$ cat src/rtl/demux3_pkg.sv
// Shared types and constants for the one-to-three stream demultiplexer.
// Destination select encoding plus a one-hot decode helper used by the top.
package demux3_pkg;

    typedef logic [1:0] sel_t;

    localparam sel_t SEL_Y0      = 2'd0;
    localparam sel_t SEL_Y1      = 2'd1;
    localparam sel_t SEL_Y2      = 2'd2;
    localparam sel_t SEL_ILLEGAL = 2'd3;

    // Illegal select decodes to no destination at all.
    function automatic logic [2:0] sel_onehot(input sel_t sel);
        logic [2:0] hot;
        case (sel)
            SEL_Y0:  hot = 3'b001;
            SEL_Y1:  hot = 3'b010;
            SEL_Y2:  hot = 3'b100;
            default: hot = 3'b000;
        endcase
        return hot;
    endfunction

    function automatic logic sel_is_legal(input sel_t sel);
        return (sel != SEL_ILLEGAL);
    endfunction

endpackage

$ cat src/rtl/demux3_stream_sat_counter.sv
// Saturating up-counter; holds at all-ones instead of wrapping.
// Cleared only by the asynchronous reset.
module sat_counter #(
    parameter int CNT_WIDTH = 8
) (
    input  logic                 i_clk,
    input  logic                 i_rst_n,
    input  logic                 i_inc,
    output logic [CNT_WIDTH-1:0] o_cnt
);

    localparam logic [CNT_WIDTH-1:0] CNT_MAX = {CNT_WIDTH{1'b1}};

    logic [CNT_WIDTH-1:0] cnt_r;

    // Count increments, stopping at the maximum value.
    always_ff @(posedge i_clk or negedge i_rst_n) begin
        if (!i_rst_n) begin
            cnt_r <= {CNT_WIDTH{1'b0}};
        end else if (i_inc && (cnt_r != CNT_MAX)) begin
            cnt_r <= cnt_r + {{(CNT_WIDTH-1){1'b0}}, 1'b1};
        end else begin
            cnt_r <= cnt_r;
        end
    end

    assign o_cnt = cnt_r;

endmodule

$ cat src/rtl/demux3_stream.sv
// One-to-three valid/ready demultiplexer with a single-beat registered buffer.
// Per-output saturating counters track delivered beats for debug.
module demux3_stream
    import demux3_pkg::*;
#(
    parameter int DATA_WIDTH = 32,
    parameter int CNT_WIDTH  = 8
) (
    input  logic                  i_clk,
    input  logic                  i_rst_n,
    input  logic                  i_valid,
    output logic                  o_ready,
    input  logic [DATA_WIDTH-1:0] i_data,
    input  logic [1:0]            i_sel,
    output logic [DATA_WIDTH-1:0] o_y0,
    output logic [DATA_WIDTH-1:0] o_y1,
    output logic [DATA_WIDTH-1:0] o_y2,
    output logic                  o_valid0,
    output logic                  o_valid1,
    output logic                  o_valid2,
    input  logic                  i_ready0,
    input  logic                  i_ready1,
    input  logic                  i_ready2,
    output logic                  o_err,
    output logic [CNT_WIDTH-1:0]  o_cnt0,
    output logic [CNT_WIDTH-1:0]  o_cnt1,
    output logic [CNT_WIDTH-1:0]  o_cnt2
);

    localparam logic [DATA_WIDTH-1:0] DATA_ZERO = {DATA_WIDTH{1'b0}};

    // The buffer is held directly in the output registers: the one-hot valid
    // vector encodes both "full" and the held select.
    logic [2:0]            valid_r;
    logic [DATA_WIDTH-1:0] y0_r;
    logic [DATA_WIDTH-1:0] y1_r;
    logic [DATA_WIDTH-1:0] y2_r;
    logic                  err_r;

    logic [2:0] sel_hot_s;
    logic [2:0] inc_s;
    logic       full_s;
    logic       drain_s;
    logic       ready_s;
    logic       accept_s;
    logic       illegal_s;
    logic       load_s;

    // Handshake decode: only the selected consumer's ready can drain the beat.
    always_comb begin
        sel_hot_s = sel_onehot(sel_t'(i_sel));
        inc_s     = valid_r & {i_ready2, i_ready1, i_ready0};
        full_s    = |valid_r;
        drain_s   = |inc_s;
        ready_s   = !full_s || drain_s;
        accept_s  = i_valid && ready_s;
        illegal_s = accept_s && !sel_is_legal(sel_t'(i_sel));
        load_s    = accept_s && sel_is_legal(sel_t'(i_sel));
    end

    // Buffer/output registers: load a legal beat, otherwise empty on drain.
    always_ff @(posedge i_clk or negedge i_rst_n) begin
        if (!i_rst_n) begin
            valid_r <= 3'b000;
            y0_r    <= DATA_ZERO;
            y1_r    <= DATA_ZERO;
            y2_r    <= DATA_ZERO;
            err_r   <= 1'b0;
        end else begin
            err_r <= illegal_s;
            if (load_s) begin
                valid_r <= sel_hot_s;
                y0_r    <= sel_hot_s[0] ? i_data : DATA_ZERO;
                y1_r    <= sel_hot_s[1] ? i_data : DATA_ZERO;
                y2_r    <= sel_hot_s[2] ? i_data : DATA_ZERO;
            end else if (drain_s) begin
                valid_r <= 3'b000;
                y0_r    <= DATA_ZERO;
                y1_r    <= DATA_ZERO;
                y2_r    <= DATA_ZERO;
            end else begin
                valid_r <= valid_r;
                y0_r    <= y0_r;
                y1_r    <= y1_r;
                y2_r    <= y2_r;
            end
        end
    end

    assign o_ready  = ready_s;
    assign o_valid0 = valid_r[0];
    assign o_valid1 = valid_r[1];
    assign o_valid2 = valid_r[2];
    assign o_y0     = y0_r;
    assign o_y1     = y1_r;
    assign o_y2     = y2_r;
    assign o_err    = err_r;

    sat_counter #(.CNT_WIDTH(CNT_WIDTH)) u_cnt0 (
        .i_clk   (i_clk),
        .i_rst_n (i_rst_n),
        .i_inc   (inc_s[0]),
        .o_cnt   (o_cnt0)
    );

    sat_counter #(.CNT_WIDTH(CNT_WIDTH)) u_cnt1 (
        .i_clk   (i_clk),
        .i_rst_n (i_rst_n),
        .i_inc   (inc_s[1]),
        .o_cnt   (o_cnt1)
    );

    sat_counter #(.CNT_WIDTH(CNT_WIDTH)) u_cnt2 (
        .i_clk   (i_clk),
        .i_rst_n (i_rst_n),
        .i_inc   (inc_s[2]),
        .o_cnt   (o_cnt2)
    );

endmodule

$ cat config.mk
export PLATFORM = sky130hd
export DESIGN_NAME = demux3_stream
export DESIGN_NICKNAME = d
export VERILOG_FILES = /design/src/rtl/demux3_pkg.sv /design/src/rtl/demux3_stream_sat_counter.sv /design/src/rtl/demux3_stream.sv
export SDC_FILE = /design/constraint.sdc
export NUM_CORES = 1
export LEC_CHECK = 0
export BUFFER_PORTS_ARGS = -buffer_cell sky130_fd_sc_hd__buf_2
export CAP_MARGIN = 20
export CORE_MARGIN = 10
export CORE_UTILIZATION = 50
export DETAILED_ROUTE_END_ITERATION = 10
export PLACE_DENSITY = 0.8
export REMOVE_ABC_BUFFERS = 1
export SYNTH_ARGS = -nofsm -noshare
export SYNTH_HDL_FRONTEND = slang
export SYNTH_SLANG_ARGS = --single-unit
$ cat constraint.sdc
create_clock -name i_clk -period 2.5 [get_ports i_clk]
set_clock_uncertainty 0.15 [all_clocks]
set_input_delay 0.5 -clock i_clk [delete_from_list [all_inputs] [get_ports i_clk]]
set_output_delay 0.5 -clock i_clk [all_outputs]
set_load 0.01 [all_outputs]
## Yosys cells after proc, flatten, opt, wreduce, memory -nomap -nowiden

Index checks and enable logic that the tools add are counted.

| word-level totals | value |
|---|---|
| input bits | 40 |
| word-level logic and storage cells | 41 |
| flip-flop bits (word level) | 124 |

| operators by class | value |
|---|---|
| bitwise operators | 1 |
| equality and inequality tests | 6 |
| multiplexer cells | 10 |
| reductions and logical operators | 13 |
| $add $sub $neg | 3 |

Operators by type and width:

| kind | number |
|---|---|
| $mux 32 | 7 |
| $add 8x1->8 const B | 3 |
| $ne 8x8->1 const B | 3 |
| $pmux 3 s3 | 1 |
| $logic_and 1x1->1 | 6 |
| $mux 3 | 2 |
| $reduce_or 3->1 | 2 |
| $and 3x3->3 | 1 |
| $eq 2x1->1 const B | 1 |
| $eq 2x2->1 const B | 1 |
| $logic_not 1->1 | 2 |
| $logic_not 2->1 | 1 |
| $ne 2x2->1 const B | 1 |
| $reduce_bool 2->1 | 1 |
| $logic_or 1x1->1 | 1 |

## Logic depth before layout (Yosys ltp)

Gate-level depths: netlist (run 1).

| depth | value |
|---|---|
| depth in word-level cells | 6 |
| mapped depth | 6 |
| gate-level depth less buffers | 5 |

## Hierarchy

A second synthesis (run 1) with hierarchy kept.

| second synthesis, totals | value |
|---|---|
| cells, all modules | 379 |
| area, all modules | 4,996.0 µm² |

By module, submodules not included:

| module | area an instance (µm²) | instances | cells an instance | sequential area each (µm²) |
|---|---|---|---|---|
| demux3_stream | 3,772.4 | 1 | 277 | 2,502.4 |
| sat_counter | 407.9 | 3 | 34 | 200.2 |

## Worst setup path before layout (run 1)

OpenSTA, ideal clock, no wires.

| timing | value |
|---|---|
| path type | input-to-reg |
| start | input i_ready0 |
| end | register y0_r[17], in the netlist o_y0[17] |
| data required time | 2,228 ps |
| cell stages on the path | 6 |
| data arrival time | 1,895 ps |
| path slack | 333 ps |
| cells stage by stage | a222oi_1 or2b_1 or3b_1 buf_2 buf_4 o2bb2ai_1 |

| on the way | value |
|---|---|
| longest elaborated chain between the ends | 6 |
| elaborated cells on any way between the ends | 7 |
| those cells by class | mux: 1; bitwise: 1; reduce/logical: 5 |

RTL lines:

| element | line | source |
|---|---|---|
| start: declaration | demux3_stream.sv:21 | `input logic i_ready0,` |
| $and 3x3->3 * | demux3_stream.sv:52 | `inc_s = valid_r & {i_ready2, i_ready1, i_ready0};` |
| $reduce_or 3->1 * | demux3_stream.sv:54 | `drain_s = \|inc_s;` |
| $logic_or 1x1->1 * | demux3_stream.sv:55 | `ready_s = !full_s \|\| drain_s;` |
| named net o_ready | demux3_stream.sv:12 | `output logic o_ready,` |
| $logic_and 1x1->1 * | demux3_stream.sv:56 | `accept_s = i_valid && ready_s;` |
| $logic_and 1x1->1 * | demux3_stream.sv:58 | `load_s = accept_s && sel_is_legal(sel_t'(i_sel));` |
| $mux 32 / $reduce_bool 2->1 (equally long branches) | n/a |  |
| end signal: assignment | demux3_stream.sv:73 | `y0_r <= sel_hot_s[0] ? i_data : DATA_ZERO;` |
| end signal: assignment | demux3_stream.sv:83 | `y0_r <= y0_r;` |
| end: declaration | demux3_stream.sv:35 | `logic [DATA_WIDTH-1:0] y0_r;` |

Mark *: on every way through the listed nets, which the timed path passes. The rest lies on a longest branch.
A chain may end at the register's enable or synchronous reset.

## Worst setup path after layout (run 1)

| timing | value |
|---|---|
| start | register valid_r[0] |
| end | output o_ready |

| on the way | value |
|---|---|
| longest elaborated chain between the ends | 3 |
| elaborated cells on any way between the ends | 5 |
| those cells by class | bitwise: 1; reduce/logical: 4 |

RTL lines:

| element | line | source |
|---|---|---|
| start: declaration | demux3_stream.sv:34 | `logic [2:0] valid_r;` |
| start signal: assignment | demux3_stream.sv:72 | `valid_r <= sel_hot_s;` |
| start signal: assignment | demux3_stream.sv:82 | `valid_r <= valid_r;` |
| $and 3x3->3 / $reduce_or 3->1 (equally long branches) | demux3_stream.sv:52, demux3_stream.sv:53 |  |
| $reduce_or 3->1 / $logic_not 1->1 (equally long branches) | demux3_stream.sv:54, demux3_stream.sv:55 |  |
| $logic_or 1x1->1 * | demux3_stream.sv:55 |  |
| end: declaration | demux3_stream.sv:12 |  |

Mark *: on every way between the ends. The rest lies on a longest branch, timed or not.

==> results of run 1 <==
-- cell usage after synthesis, types with 2 or more instances --
library cell / number
a31oi_1: 2
and3_1: 7
buf_2: 12
buf_4: 4
clkbuf_1: 8
dfrtp_1: 124
ha_1: 3
mux2_1: 3
nand2_1: 49
nand3_1: 2
nand3b_1: 2
nand4_1: 7
nor2_1: 5
nor3_1: 3
o211ai_1: 2
o21ai_1: 3
o2bb2ai_1: 96
xnor2_1: 12
xor2_1: 7
-- flip-flops by register name, indices dropped and copies added (netlist names) --
| signal | flops |
|---|---|
| o_y0 | 32 |
| o_y1 | 32 |
| o_y2 | 32 |
| u_cnt0.o_cnt | 8 |
| u_cnt1.o_cnt | 8 |
| u_cnt2.o_cnt | 8 |
| valid_r | 3 |
| o_err | 1 |
-- through the flow --
| stage | setup TNS (ns) | hold slack (ns) |
|---|---|---|
| finish | 0 | 0.1403 |
| global route | -0.05388 | 0.1200 |
| CTS | 0 | 0.1117 |
| detailed placement | 0 | 0.2168 |
| global placement | 0 | 0.2152 |
| floorplan | -122.77 | 0.05441 |
-- critical path: stages, from the launching register on --
cell,delay (ns)
dfrtp_1,0.40
a222oi_1,0.34
buf_4,0.19
or2b_1,0.25
buf_2,0.15
-- power groups by stage --
stage               registers [mW]  clock network, mW  logic, mW
finish                        2.95               2.44       2.44
global route                  3.03               2.58       2.67
CTS                           2.95               2.47       2.43
detailed placement            2.95                  0       2.37
global placement              2.96                  0       2.30
floorplan                     3.17                  0      0.961
-- metal layers --
metal,track usage,wire [µm],vias up
met5,0,0,-
met4,0.05100,49,0
met3,0.09065,1184,5
met2,0.3133,6543,146
met1,0.2422,5830,1897
li1,-,-,1720
-- timing repair --
action,4_1_cts,5_1_grt
endpoints found under the setup margin,1,1
resized for setup,1,1
hold buffers,1,0
hold endpoints to repair,13,0
buffers inserted,3,3
pin swaps,1,1
-- cell families after synthesis --
logic type	synth area share
buffers and inverters	0.02677
xor gates and xnor gates	0.03491
DFF	0.6509
AOI/OAI and AO/OA	0.1932
muxes	0.007086
adders and majority gates	0.007875
and+or+nand+nor	0.07927
-- worst paths after layout --
check                                        to  cells after the start        from
worst max-delay path                    o_ready                      4  valid_r[0]
worst min-delay path                   o_y1[20]                      3  i_data[20]
worst max register to register         o_y0[19]                      8  valid_r[0]
worst min register to register         o_y0[27]                      1    o_y0[27]
max in group asynchronous              o_y2[23]                      3     i_rst_n
min in group asynchronous       u_cnt1.o_cnt[3]                      2     i_rst_n
-- placed cells by master (no fill, tap or decap), drive strengths merged, types with 5 or more instances in the layout --
| cell | synthesis | routed |
|---|---|---|
| buf | 16 | 183 |
| dfrtp | 124 | 124 |
| o2bb2ai | 96 | 96 |
| nand2 | 49 | 49 |
| clkbuf | 8 | 18 |
| xnor2 | 12 | 12 |
| and3 | 7 | 7 |
| nand4 | 7 | 7 |
| xor2 | 7 | 7 |
| clkinv | 0 | 7 |
| nor2 | 5 | 5 |
-- cell type report --
class / instances / area share
sequential: 124 / 0.4845
multi-input combinational: 213 / 0.2411
timing repair buffer: 184 / 0.1562
tap: 129 / 0.02518
clock inverter: 14 / 0.02674
clock buffer: 18 / 0.06520
inverter: 2 / 0.001171
==> flow_summary.ini, run 1 <==
[run_status]
outcome = finished, final reports clean

[finish]
antenna-diode-count = 0
synthToLayoutAreaGrowth_pct = 34.46
final_cell_area_um2 = 6410
nets = 585
fillers = 705
fin_util = 0.6904
ff_latch_area_um2 = 3105
drive_above_1_share = 0.3928
multiInputGateArea_um2 = 1545
instances_no_fill = 684

[timing]
max_freq_ghz = 0.4040
slew_violations = 0
rsz0062_at_grt = yes
worst_pin_slew_ns = 0.5090
final.min_clock_period_ns = 2.475
setup_ws_ns = 0.02458
report.final.hold_viol_count = 0
setup_violations = 0
fin_crit_sh = 0.9902
relSlewSlack = 0.6606

[floorplan]
fp.dieH_um = 117.6
ios = 165
core_um2 = 9284
floorplan.initialDensity = 0.5135
die-area_um2 = 13840
die_w_um = 117.6
num_rows = 35

[global_routing]
antenna_found_initial = 0
grt_pass1_vias = 4119
grt_usage = 0.1989
grt_max_degree = 97
grt_pass1_wl_um = 22500
grt-ovfl-total = 0

[detailed_routing]
drt_iter0_markers = 388
routed_wl_um = 13610
via_per_inst = 5.509
vias = 3768
firstDrtPassIters = 4
wl_per_cell_um = 19.89
ant_nets = 0
drcViolationCount = 0

[clocking]
cts_root_buf = clkbuf_8
h-tree-depth = 4
ctsLongestPathBuffers = 2
cts_num_sinks = 124
clk_latency_ns = 0.50
numCtsBuffers = 17
cts_tree = done
clk_pin_slew_ns = 0.06

[power_and_ir_drop]
switching_share = 0.3523
comb_power_share = 0.312
power.density_nw_per_um2 = 1222
p_sw_mw = 2.759
power.total_mw = 7.832
clkPwrFrac = 0.311
p_int_mw = 5.072
leakagePower_nw = 3.311
peakVddDrop_mv = 0.8882
seqPwrFrac = 0.377

[placement]
post_dp_cell_area_um2 = 5763
pre_cts_ws_ns = 0.2624
dp_cells = 645
gp_congestion = 0.8352
hpwl_um = 9217
portBuffers = 164

[logic_synthesis]
netlist_instances = 363
avgSynthCellArea_um2 = 13.13
synth_seq_cells = 124
yosysTopAreaCellShare = 0.6509
seq_area_frac_synth = 0.6509
synth-main-ff-cell = dfrtp_1
synth-edff-count = 0
synth_cell_type_count = 31
syn_area_um2 = 4767
yosysWarnings = 0
synthArstFlopShare = 1.000
yosys-top-cells-area = dfrtp_1 (65%), o2bb2ai_1 (18%), nand2_1 (3.9%)
post-synth-top-area-cell = dfrtp_1

[setup_path]
crit_arrival_ns = 1.83
reg2reg_slack_ns = 0.23
cp-start-kind = flop
crit_required_ns = 1.85
critPathKind = flop to output pin
setup.worst_path.end_class = output pin
worstPathMaxFanout = 2

[min_path]
hp-class = input port to flop

[job]
drv_cap = 0
Power figures use the tool's default switching activity.
==> run 2, diff against run 1 <==
- PLACE_DENSITY: 0.8 -> 0.79
- SYNTH_HIERARCHICAL: unset -> 1
==> flow_summary.ini, run 2 <==
[floorplan]
core_um2 = 9774
num_rows = 36
floorplan.initialDensity = 0.5111
fp.dieH_um = 120.0
die-area_um2 = 14390
die_w_um = 120.0
ios = 165

[setup_path]
critPathKind = flop to output pin
crit_required_ns = 1.85
cp-start-kind = flop
setup.worst_path.end_class = output pin
crit_arrival_ns = 1.74
worstPathMaxFanout = 7

[detailed_routing]
routed_wl_um = 13790
drt_iter0_markers = 336
drcViolationCount = 0
ant_nets = 0
firstDrtPassIters = 4
vias = 3924
wl_per_cell_um = 19.90
via_per_inst = 5.662

[finish]
drive_above_1_share = 0.4036
synthToLayoutAreaGrowth_pct = 31.51
final_cell_mix = buf_2 (163), dfrtp_1 (124), o2bb2ai_1 (96)
nets = 591
antenna-diode-count = 0
final_common_cell = buf_2
multiInputGateArea_um2 = 1719
ff_latch_area_um2 = 3103
fillers = 723

[timing]
slew_violations = 0
final.min_clock_period_ns = 2.390
rsz0062_at_grt = no
setup_violations = 0
report.final.hold_viol_count = 0
fin_crit_sh = 0.9562
worst_pin_slew_ns = 0.6669
relSlewSlack = 0.5554
hold_slack_ns = 0.1422
max_freq_ghz = 0.4183

[logic_synthesis]
synth_common_cells = dfrtp_1 (124), o2bb2ai_1 (96), nand2_1 (38)
synth-edff-count = 0
netlist_instances = 379
yosysWarnings = 6
post-synth-top-area-cell = dfrtp_1
seq_area_frac_synth = 0.6211
synth_cell_type_count = 39
synth-main-ff-cell = dfrtp_1
syn_area_um2 = 4996
yosys-top-cells-area = dfrtp_1 (62%), o2bb2ai_1 (17%), nand2_1 (2.9%)
yosysMostFrequentCell = dfrtp_1
yosysTopAreaCellShare = 0.6211
synth_seq_cells = 124
avgSynthCellArea_um2 = 13.18
synthArstFlopShare = 1.000

[power_and_ir_drop]
power.total_mw = 7.725
power.density_nw_per_um2 = 1176
peakVddDrop_mv = 0.6119
leakagePower_nw = 3.306

[global_routing]
antenna_found_initial = 0
grt_pass1_vias = 4392
grt_max_degree = 124
grt_usage = 0.1907
grt_pass1_wl_um = 22280
grt-ovfl-total = 0

[clocking]
clk_latency_ns = 0.50
hold_buffers = 1
clk_pin_slew_ns = 0.05
cts_root_buf = clkbuf_8
postCtsSetupBuffers = 0
h-tree-depth = 4
cts_resized = 0
ctsLongestPathBuffers = 2
cts_num_sinks = 124
cts_tree = done
numCtsBuffers = 17

[min_path]
hp-class = input port to flop

[job]
drv_cap = 0

[placement]
gp_congestion = 0.8605
hpwl_um = 9488
portBuffers = 164

[run_status]
outcome = finished, final reports clean
run 2: changes by cell type after synthesis, sizes merged, moves of 5 or more:
cell | previous run | this run
nand2 | 49 | 38
xnor2 | 12 | 3
nand3 | 2 | 9
a41oi | 0 | 6
a21oi | 1 | 6
run 2: per-layer routing:
layer  wire length (µm)  share of wire  global-route usage  vias up
met5                  0              0                   0        -
met4                238          0.017             0.07240        0
met3               1191          0.086             0.07829       23
met2               6468           0.47              0.2975      169
met1               5890           0.43              0.2324     1942
li1                   -              -                   -     1790
run 2: cell families (layout without fill, tap and decap cells):
family / count (synthesis) / count (layout) / synth area share
flip-flops: 124 / 124 / 0.6211
XOR/XNOR: 6 / 6 / 0.01052
multiplexers: 6 / 6 / 0.01578
AO/OA/AOI/OAI: 139 / 139 / 0.2359
buffers and inverters: 31 / 212 / 0.03506
adder cells (fa/ha/maj): 3 / 3 / 0.007514
AND/OR/NAND/NOR: 70 / 70 / 0.07413
run 2: final timing paths:
kind,from,end,slack [ns],cells past startpoint
worst max-delay path,valid_r[0],o_ready,0.11,4
worst min-delay path,i_data[8],o_y0[8],0.14,3
worst max register to register,valid_r[0],o_y0[25],0.44,4
worst min register to register,o_y0[30],o_y0[30],0.33,1
max in group asynchronous,i_rst_n,o_y1[17],1.20,3
min in group asynchronous,i_rst_n,u_cnt2/o_cnt[5],0.18,2
run 2: area by class of cell:
cell class,count,area share
clock buffer,19,0.06723
multi-input combinational,224,0.2617
timing repair buffer,175,0.1478
inverter,6,0.003428
tap,133,0.02533
clock inverter,12,0.02228
sequential,124,0.4723
run 2: metrics by stage:
stage	area (µm²)	TNS (ns)	utilization	worst slack [ns]	std cells
after detailed placement	5972	0	0.6110	0.3603	661
after global routing	6570	0	0.6722	0.03050	693
after CTS	6570	0	0.6722	0.09843	693
after floorplan	4843	-94.79	-	-0.9890	354
final	6570	0	0.6722	0.1096	693
after global placement	5972	0	0.6110	0.3658	661
run 2: critical path, cell delays in order (launching register included):
cell and delay (ns):
dfrtp_1 0.43, a222oi_1 0.36, buf_4 0.21, nand2_1 0.08, buf_2 0.16
run 2: where the power goes:
| group | internal [mW] | leakage (nW) | switching (mW) |
|---|---|---|---|
| clock | 1.56 | 0.285 | 0.855 |
| combinational | 0.971 | 1.35 | 1.35 |
| sequential | 2.54 | 1.67 | 0.453 |
